`src/rtl/ram_port_arbiter.sv`:
```
// Shares one synchronous RAM port between the fetch (I) and load/store (D) requesters.
// Optional I-side starvation guard enabled by defining RAM_ARB_STARVE_GUARD_EN.
module ram_port_arbiter #(
  parameter int unsigned ADDR_WIDTH   = 14,
  parameter int unsigned DATA_WIDTH   = 32,
  parameter int unsigned STARVE_LIMIT = 4
) (
  input  logic                  clk,
  input  logic                  n_reset,
  input  logic                  i_req,
  input  logic [ADDR_WIDTH-1:0] i_addr,
  output logic                  i_gnt,
  output logic                  i_rvalid,
  output logic [DATA_WIDTH-1:0] i_rdata,
  input  logic                  d_req,
  input  logic                  d_we,
  input  logic [ADDR_WIDTH-1:0] d_addr,
  input  logic [DATA_WIDTH-1:0] d_wdata,
  output logic                  d_gnt,
  output logic                  d_rvalid,
  output logic [DATA_WIDTH-1:0] d_rdata,
  output logic                  mem_en,
  output logic                  mem_we,
  output logic [ADDR_WIDTH-1:0] mem_addr,
  output logic [DATA_WIDTH-1:0] mem_wdata,
  input  logic [DATA_WIDTH-1:0] mem_rdata
);

  typedef enum logic {
    OWNER_I = 1'b0,
    OWNER_D = 1'b1
  } owner_t;

  logic   resp_valid;
  owner_t resp_owner;
  logic   i_pri;
  logic   read_issued;

  if (STARVE_LIMIT == 0) begin : g_bad_limit
    $error("STARVE_LIMIT must be at least 1");
  end

`ifdef RAM_ARB_STARVE_GUARD_EN
  localparam int unsigned CNT_W = $clog2(STARVE_LIMIT + 1);

  logic [CNT_W-1:0] starve_cnt;

  assign i_pri = (starve_cnt == CNT_W'(STARVE_LIMIT));

  // Counts consecutive denied I-side cycles, saturating at the limit.
  always_ff @(posedge clk or negedge n_reset) begin
    if (!n_reset) begin
      starve_cnt <= '0;
    end else if (i_req && !i_gnt) begin
      if (starve_cnt != CNT_W'(STARVE_LIMIT)) starve_cnt <= starve_cnt + CNT_W'(1);
    end else begin
      starve_cnt <= '0;
    end
  end
`else
  assign i_pri = 1'b0;
`endif

  // Same-cycle arbitration and RAM drive from the winner.
  always_comb begin
    i_gnt     = 1'b0;
    d_gnt     = 1'b0;
    mem_we    = 1'b0;
    mem_addr  = '0;
    mem_wdata = '0;
    d_gnt     = d_req & ~(i_req & i_pri);
    i_gnt     = i_req & (~d_req | i_pri);
    if (d_gnt) begin
      mem_we    = d_we;
      mem_addr  = d_addr;
      mem_wdata = d_wdata;
    end else if (i_gnt) begin
      mem_addr  = i_addr;
    end
  end

  assign mem_en      = i_gnt | d_gnt;
  assign read_issued = i_gnt | (d_gnt & ~d_we);

  // Remembers who owns the read whose data returns next cycle.
  always_ff @(posedge clk or negedge n_reset) begin
    if (!n_reset) begin
      resp_valid <= 1'b0;
      resp_owner <= OWNER_I;
    end else begin
      resp_valid <= read_issued;
      if (read_issued) resp_owner <= d_gnt ? OWNER_D : OWNER_I;
    end
  end

  assign i_rvalid = resp_valid & (resp_owner == OWNER_I);
  assign d_rvalid = resp_valid & (resp_owner == OWNER_D);
  assign i_rdata  = i_rvalid ? mem_rdata : '0;
  assign d_rdata  = d_rvalid ? mem_rdata : '0;

endmodule

```
`config.mk`:
```
export PLATFORM = sky130hd
export DESIGN_NAME = ram_port_arbiter
export DESIGN_NICKNAME = d
export VERILOG_FILES = /design/src/rtl/ram_port_arbiter.sv
export SDC_FILE = /design/constraint.sdc
export NUM_CORES = 1
export LEC_CHECK = 0
export CORE_AREA = 2 2 82 84
export CTS_BUF_LIST = sky130_fd_sc_hd__clkbuf_4 sky130_fd_sc_hd__clkbuf_8 sky130_fd_sc_hd__clkbuf_16
export DETAILED_ROUTE_END_ITERATION = 8
export DIE_AREA = 0 0 84 86
export GPL_ROUTABILITY_DRIVEN = 0
export PLACE_DENSITY = 0.73
export SLEW_MARGIN = 20
export SYNTH_ARGS = -nofsm -noshare
export SYNTH_HDL_FRONTEND = slang
export SYNTH_SLANG_ARGS = --single-unit
```
`constraint.sdc`:
```
create_clock -name clk -period 1 [get_ports clk]
set_clock_uncertainty 0.1 [all_clocks]
set_input_delay 0.15 -clock clk [delete_from_list [all_inputs] [get_ports clk]]
set_output_delay 0.15 -clock clk [all_outputs]
set_load 0.005 [all_outputs]
```
Word level (Yosys, flattened, before mapping)
Cells that the tools add are included.
{"block": "op_classes", "n_bitwise": 9, "n_mux": 7}
{"cell": "32-bit 2-to-1 mux", "count": 3}
{"cell": "14-bit 2-to-1 mux", "count": 2}
{"cell": "1-bit bitwise AND", "count": 4}
{"cell": "1-bit inverter", "count": 3}
{"cell": "1-bit 2-to-1 mux", "count": 2}
{"cell": "1-bit bitwise OR", "count": 2}
{"block": "totals", "reg_bits": 2, "elab_cells": 18, "output_inout_bits": 116}

Longest topological paths before layout
{"block": "depth", "depth_word": 4, "ltp_mapped": 4}

Worst setup path after synthesis
OpenSTA, ideal clock, no wires.
{"block": "synth_path", "path_kind": "register -> output", "from": "register resp_owner", "to": "output i_rdata[22]", "t_arrival_ps": 866, "path_buffers": 1, "setup_slack_ps": -116, "stages_incl_launch_ff": 4, "cell_sequence": "dfrtp_1 nor2b_4 buf_6 and2_1"}
{"block": "synth_between", "elab_chain_cells": 3}
{"element": "start: declaration", "line_no": "35", "rtl": "owner_t resp_owner;"}
{"element": "start signal: assignment", "line_no": "92", "rtl": "if (read_issued) resp_owner <= d_gnt ? OWNER_D : OWNER_I;"}
{"element": "1-bit inverter", "line_no": "96", "rtl": "assign i_rvalid = resp_valid & (resp_owner == OWNER_I);"}
{"element": "1-bit bitwise AND", "line_no": "96"}
{"element": "net i_rvalid", "line_no": "13", "rtl": "output logic i_rvalid,"}
{"element": "32-bit 2-to-1 mux", "line_no": "98", "rtl": "assign i_rdata = i_rvalid ? mem_rdata : '0;"}
{"element": "end: declaration", "line_no": "14", "rtl": "output logic [DATA_WIDTH-1:0] i_rdata,"}
The timed path passes the listed nets, and every way through them passes these cells.

Worst setup path after layout
{"block": "layout_path", "from": "register resp_owner", "to": "output i_rdata[24]"}
{"block": "layout_between", "elab_chain_cells": 3}
{"element": "1-bit inverter", "line_no": "96"}
{"element": "1-bit bitwise AND", "line_no": "96"}
{"element": "32-bit 2-to-1 mux", "line_no": "98"}
No other way between the ends.

==> flow_summary.toml <==
[status]
status = "complete, but fails checks"
violations = "setup timing"

[die]
dieWidth_um = 84
die_y_um = 86
io_pins = 213
core_um2 = 6280
row_count = 29
dieArea_um2 = 7220
start_util_pct = 14.9

[power_and_ir_drop]
p_seq_share_pct = 3.9
swShare_pct = 28.9
p_leak_nw = 1.98
comb_power_share_pct = 83.2
pwr-share-clk_pct = 12.9
power.switching_uw = 714
intPower_mw = 1.76
powerDensity_nw_per_um2 = 636
peakVddDrop_v = 0.000420

[logic_synthesis]
yosysSeqAreaShare_pct = 5.34
synth_edf_count = 0
synth_top_area_share_pct = 44.1
synth_top_family_by_area = "simple AND/OR/NAND/NOR gates"
yosysWarnings = 0
ys.flop_type = "dfrtp_1"
ys_seq_elements = 2
synth_cells = 139
synth-simple-area-share_pct = 68.4
synth_nets = 236
synth_xor_area_share_pct = 0
netlist_area_um2 = 937
yosys.area.top_type = "and2_1"
synth_compound_area_share_pct = 13.8
synthTopCellsByCount = "66 x and2_1, 32 x and3_1, 14 x a22o_1, 7 x buf_2, 5 x clkbuf_1"
synthAdderAreaFrac_pct = 0
synthMuxAreaShare_pct = 0
synth.distinct_cells = 13
avgSynthCellArea_um2 = 6.74
synth.most_common_cell = "and2_1"
synth_area_leaders = "and2_1 44%, and3_1 21%, a22o_1 13%, dfrtp_1 5.3%, buf_6 4.8%"
async_flop_share_pct = 100

[critical_path]
max_stage_delay_ns = 0.39
critical_path_arrival_ns = 1.36
r2r_cells = 7
crit_family = "buffers and inverters"
cp_max_fo = 5
r2r_start = "resp_owner$_DFFE_PN0P_"
worstSetupPathType = "reg -> out"
r2r_setup_slack_ns = -0.32
crit_required_ns = 0.75
cp_slowest_cell = "dfrtp_1"
worst_path_most_repeated_cell = "buf_6"
start_kind = "register"
cp-end-kind = "primary output"
path_buf_inv = 4
path_cells = "buf_6 > nor2b_4 > buf_12 > clkbuf_16 > and2_4 > buf_6"
reg2reg_to = "resp_owner$_DFFE_PN0P_"

[clock_tree]
clock_latency_ns = 0.21
cts_made_buffers = 3
htree_levels = 1
cts_tree = "yes"
numClockSinks = 2
hold_buffers = 0
path_clk_slew_ns = 0.03
cts_root_buffer = "clkbuf_8"
cts_max_path_buffers = 2

[sta]
fin_hold_ws_ns = 0.00231
rsz0062_at_grt = "true"
finalSetupViolCount = 85
finalHoldViolCount = 0
maxSlewViolCount = 0
fin_crit_sh_pct = 161
fin_crit_ns = 1.61
max_freq_mhz = 620
tns_ns = -38.95
slew_headroom_pct = 86.3
setup_slack_ns = -0.613
tightest_slew_ns = 0.205

[routing]
finalWirelength_um = 7380
drt-pass1-iter-count = 4
drtAntennaViolNets = 0
routedWlPerCell_um = 16.0
drc = 0
via_per_inst = 4.32
first_iter_violations = 25
vias = 1990

[placement]
hpwl_um = 4980
portBuffers = 212

[worst_hold_path]
min_path_type = "in -> async"

[grt]
grt_pass1_wl_um = 10800
grt_pass1_vias = 2035
antenna_found_initial = 0
grt_overflow_total = 0
grt_max_degree = 21
grtUsageTotal_pct = 18.5

[finish]
antenna_cells = 0
drive_above_1_share_pct = 63.0
area_growth_pct = 315
fill_cells = 555
final_nets = 483

[flow_run]
maxCapViolations = 0
## layout make-up
cell class | instances | area [um2] | share of cell area (%)
Sequential cell | 2 | 50.0 | 1.29
Inverter | 3 | 11.3 | 0.289
Multi-Input combinational cell | 117 | 1040 | 26.7
Tap cell | 77 | 96.3 | 2.48
Clock buffer | 3 | 41.3 | 1.06
Timing Repair Buffer | 259 | 2650 | 68.2
## power by group through the flow
stage	Sequential, mW	Clock, mW	Combinational (mW)
CTS	0.0955	0.327	1.87
detailed placement	0.0997	0	1.48
global route	0.0974	0.339	2.18
floorplan	0.101	0	0.421
global placement	0.0998	0	1.47
finish	0.0962	0.319	2.06
## timing repair
action                                 CTS  global route
endpoints found under the hold margin    0             0
gates resized for setup                610            88
buffers inserted                        26             7
cloned                                   9             1
setup endpoints to repair              118            89
pin swaps                               54            19
## flip-flops by register name, summed over array words and instances (netlist names)
register    cells
resp_owner      1
resp_valid      1
## worst max path at each step
stage,startpoint,to,depth (start not counted)
final,resp_owner$_DFFE_PN0P_,i_rdata[24],6
after global routing,resp_owner$_DFFE_PN0P_,i_rdata[5],6
after global placement,i_req,mem_addr[13],5
after CTS,resp_owner$_DFFE_PN0P_,i_rdata[26],6
after floorplan,resp_owner$_DFFE_PN0P_,i_rdata[22],3
after detailed placement,i_req,mem_addr[13],5
## worst reg2reg max path, cell delays in order, from the launching register on
cell,delay [ns]
dfrtp_1,0.39
buf_6,0.14
buf_12,0.13
buf_16,0.14
buf_6,0.11
buf_6,0.11
inv_2,0.04
o22ai_2,0.04
## through the flow
step / power (mW) / utilization, % / area (um2) / cells / setup slack [ns]
floorplan: 0.522 / - / 961 / 139 / -0.116
global placement: 1.57 / 50.7 / 3180 / 423 / -0.894
detailed placement: 1.58 / 50.7 / 3180 / 423 / -0.958
CTS: 2.29 / 56.9 / 3570 / 460 / -0.687
global route: 2.62 / 62.0 / 3890 / 461 / -0.667
finish: 2.48 / 62.0 / 3890 / 461 / -0.613
## metal layers
metal,routed length [um],GRT usage (%),up-vias
met5,0,0,-
met3,669,5.29,11
met1,2320,18.2,885
met2,4230,37.5,135
li1,-,-,959
met4,159,4.84,0
## placed cells by master, fill, tap and decap left out, types with 3 or more instances in the layout
cell type and n:
and2_4 39, buf_16 7, clkdlybuf4s50_1 47, and3_4 30
buf_8 3, buf_6 91, buf_12 9, dlygate4sd2_1 46
a22o_1 14, buf_4 9, clkbuf_8 3, buf_2 43
and2_1 27
## cell families after synthesis
| logic type | after synthesis |
|---|---|
| buffers and inverters | 20 |
| AND/OR/NAND/NOR | 102 |
| flip-flops | 2 |
| AO/OA/AOI/OAI | 15 |
(Power assumes the default switching activity.)
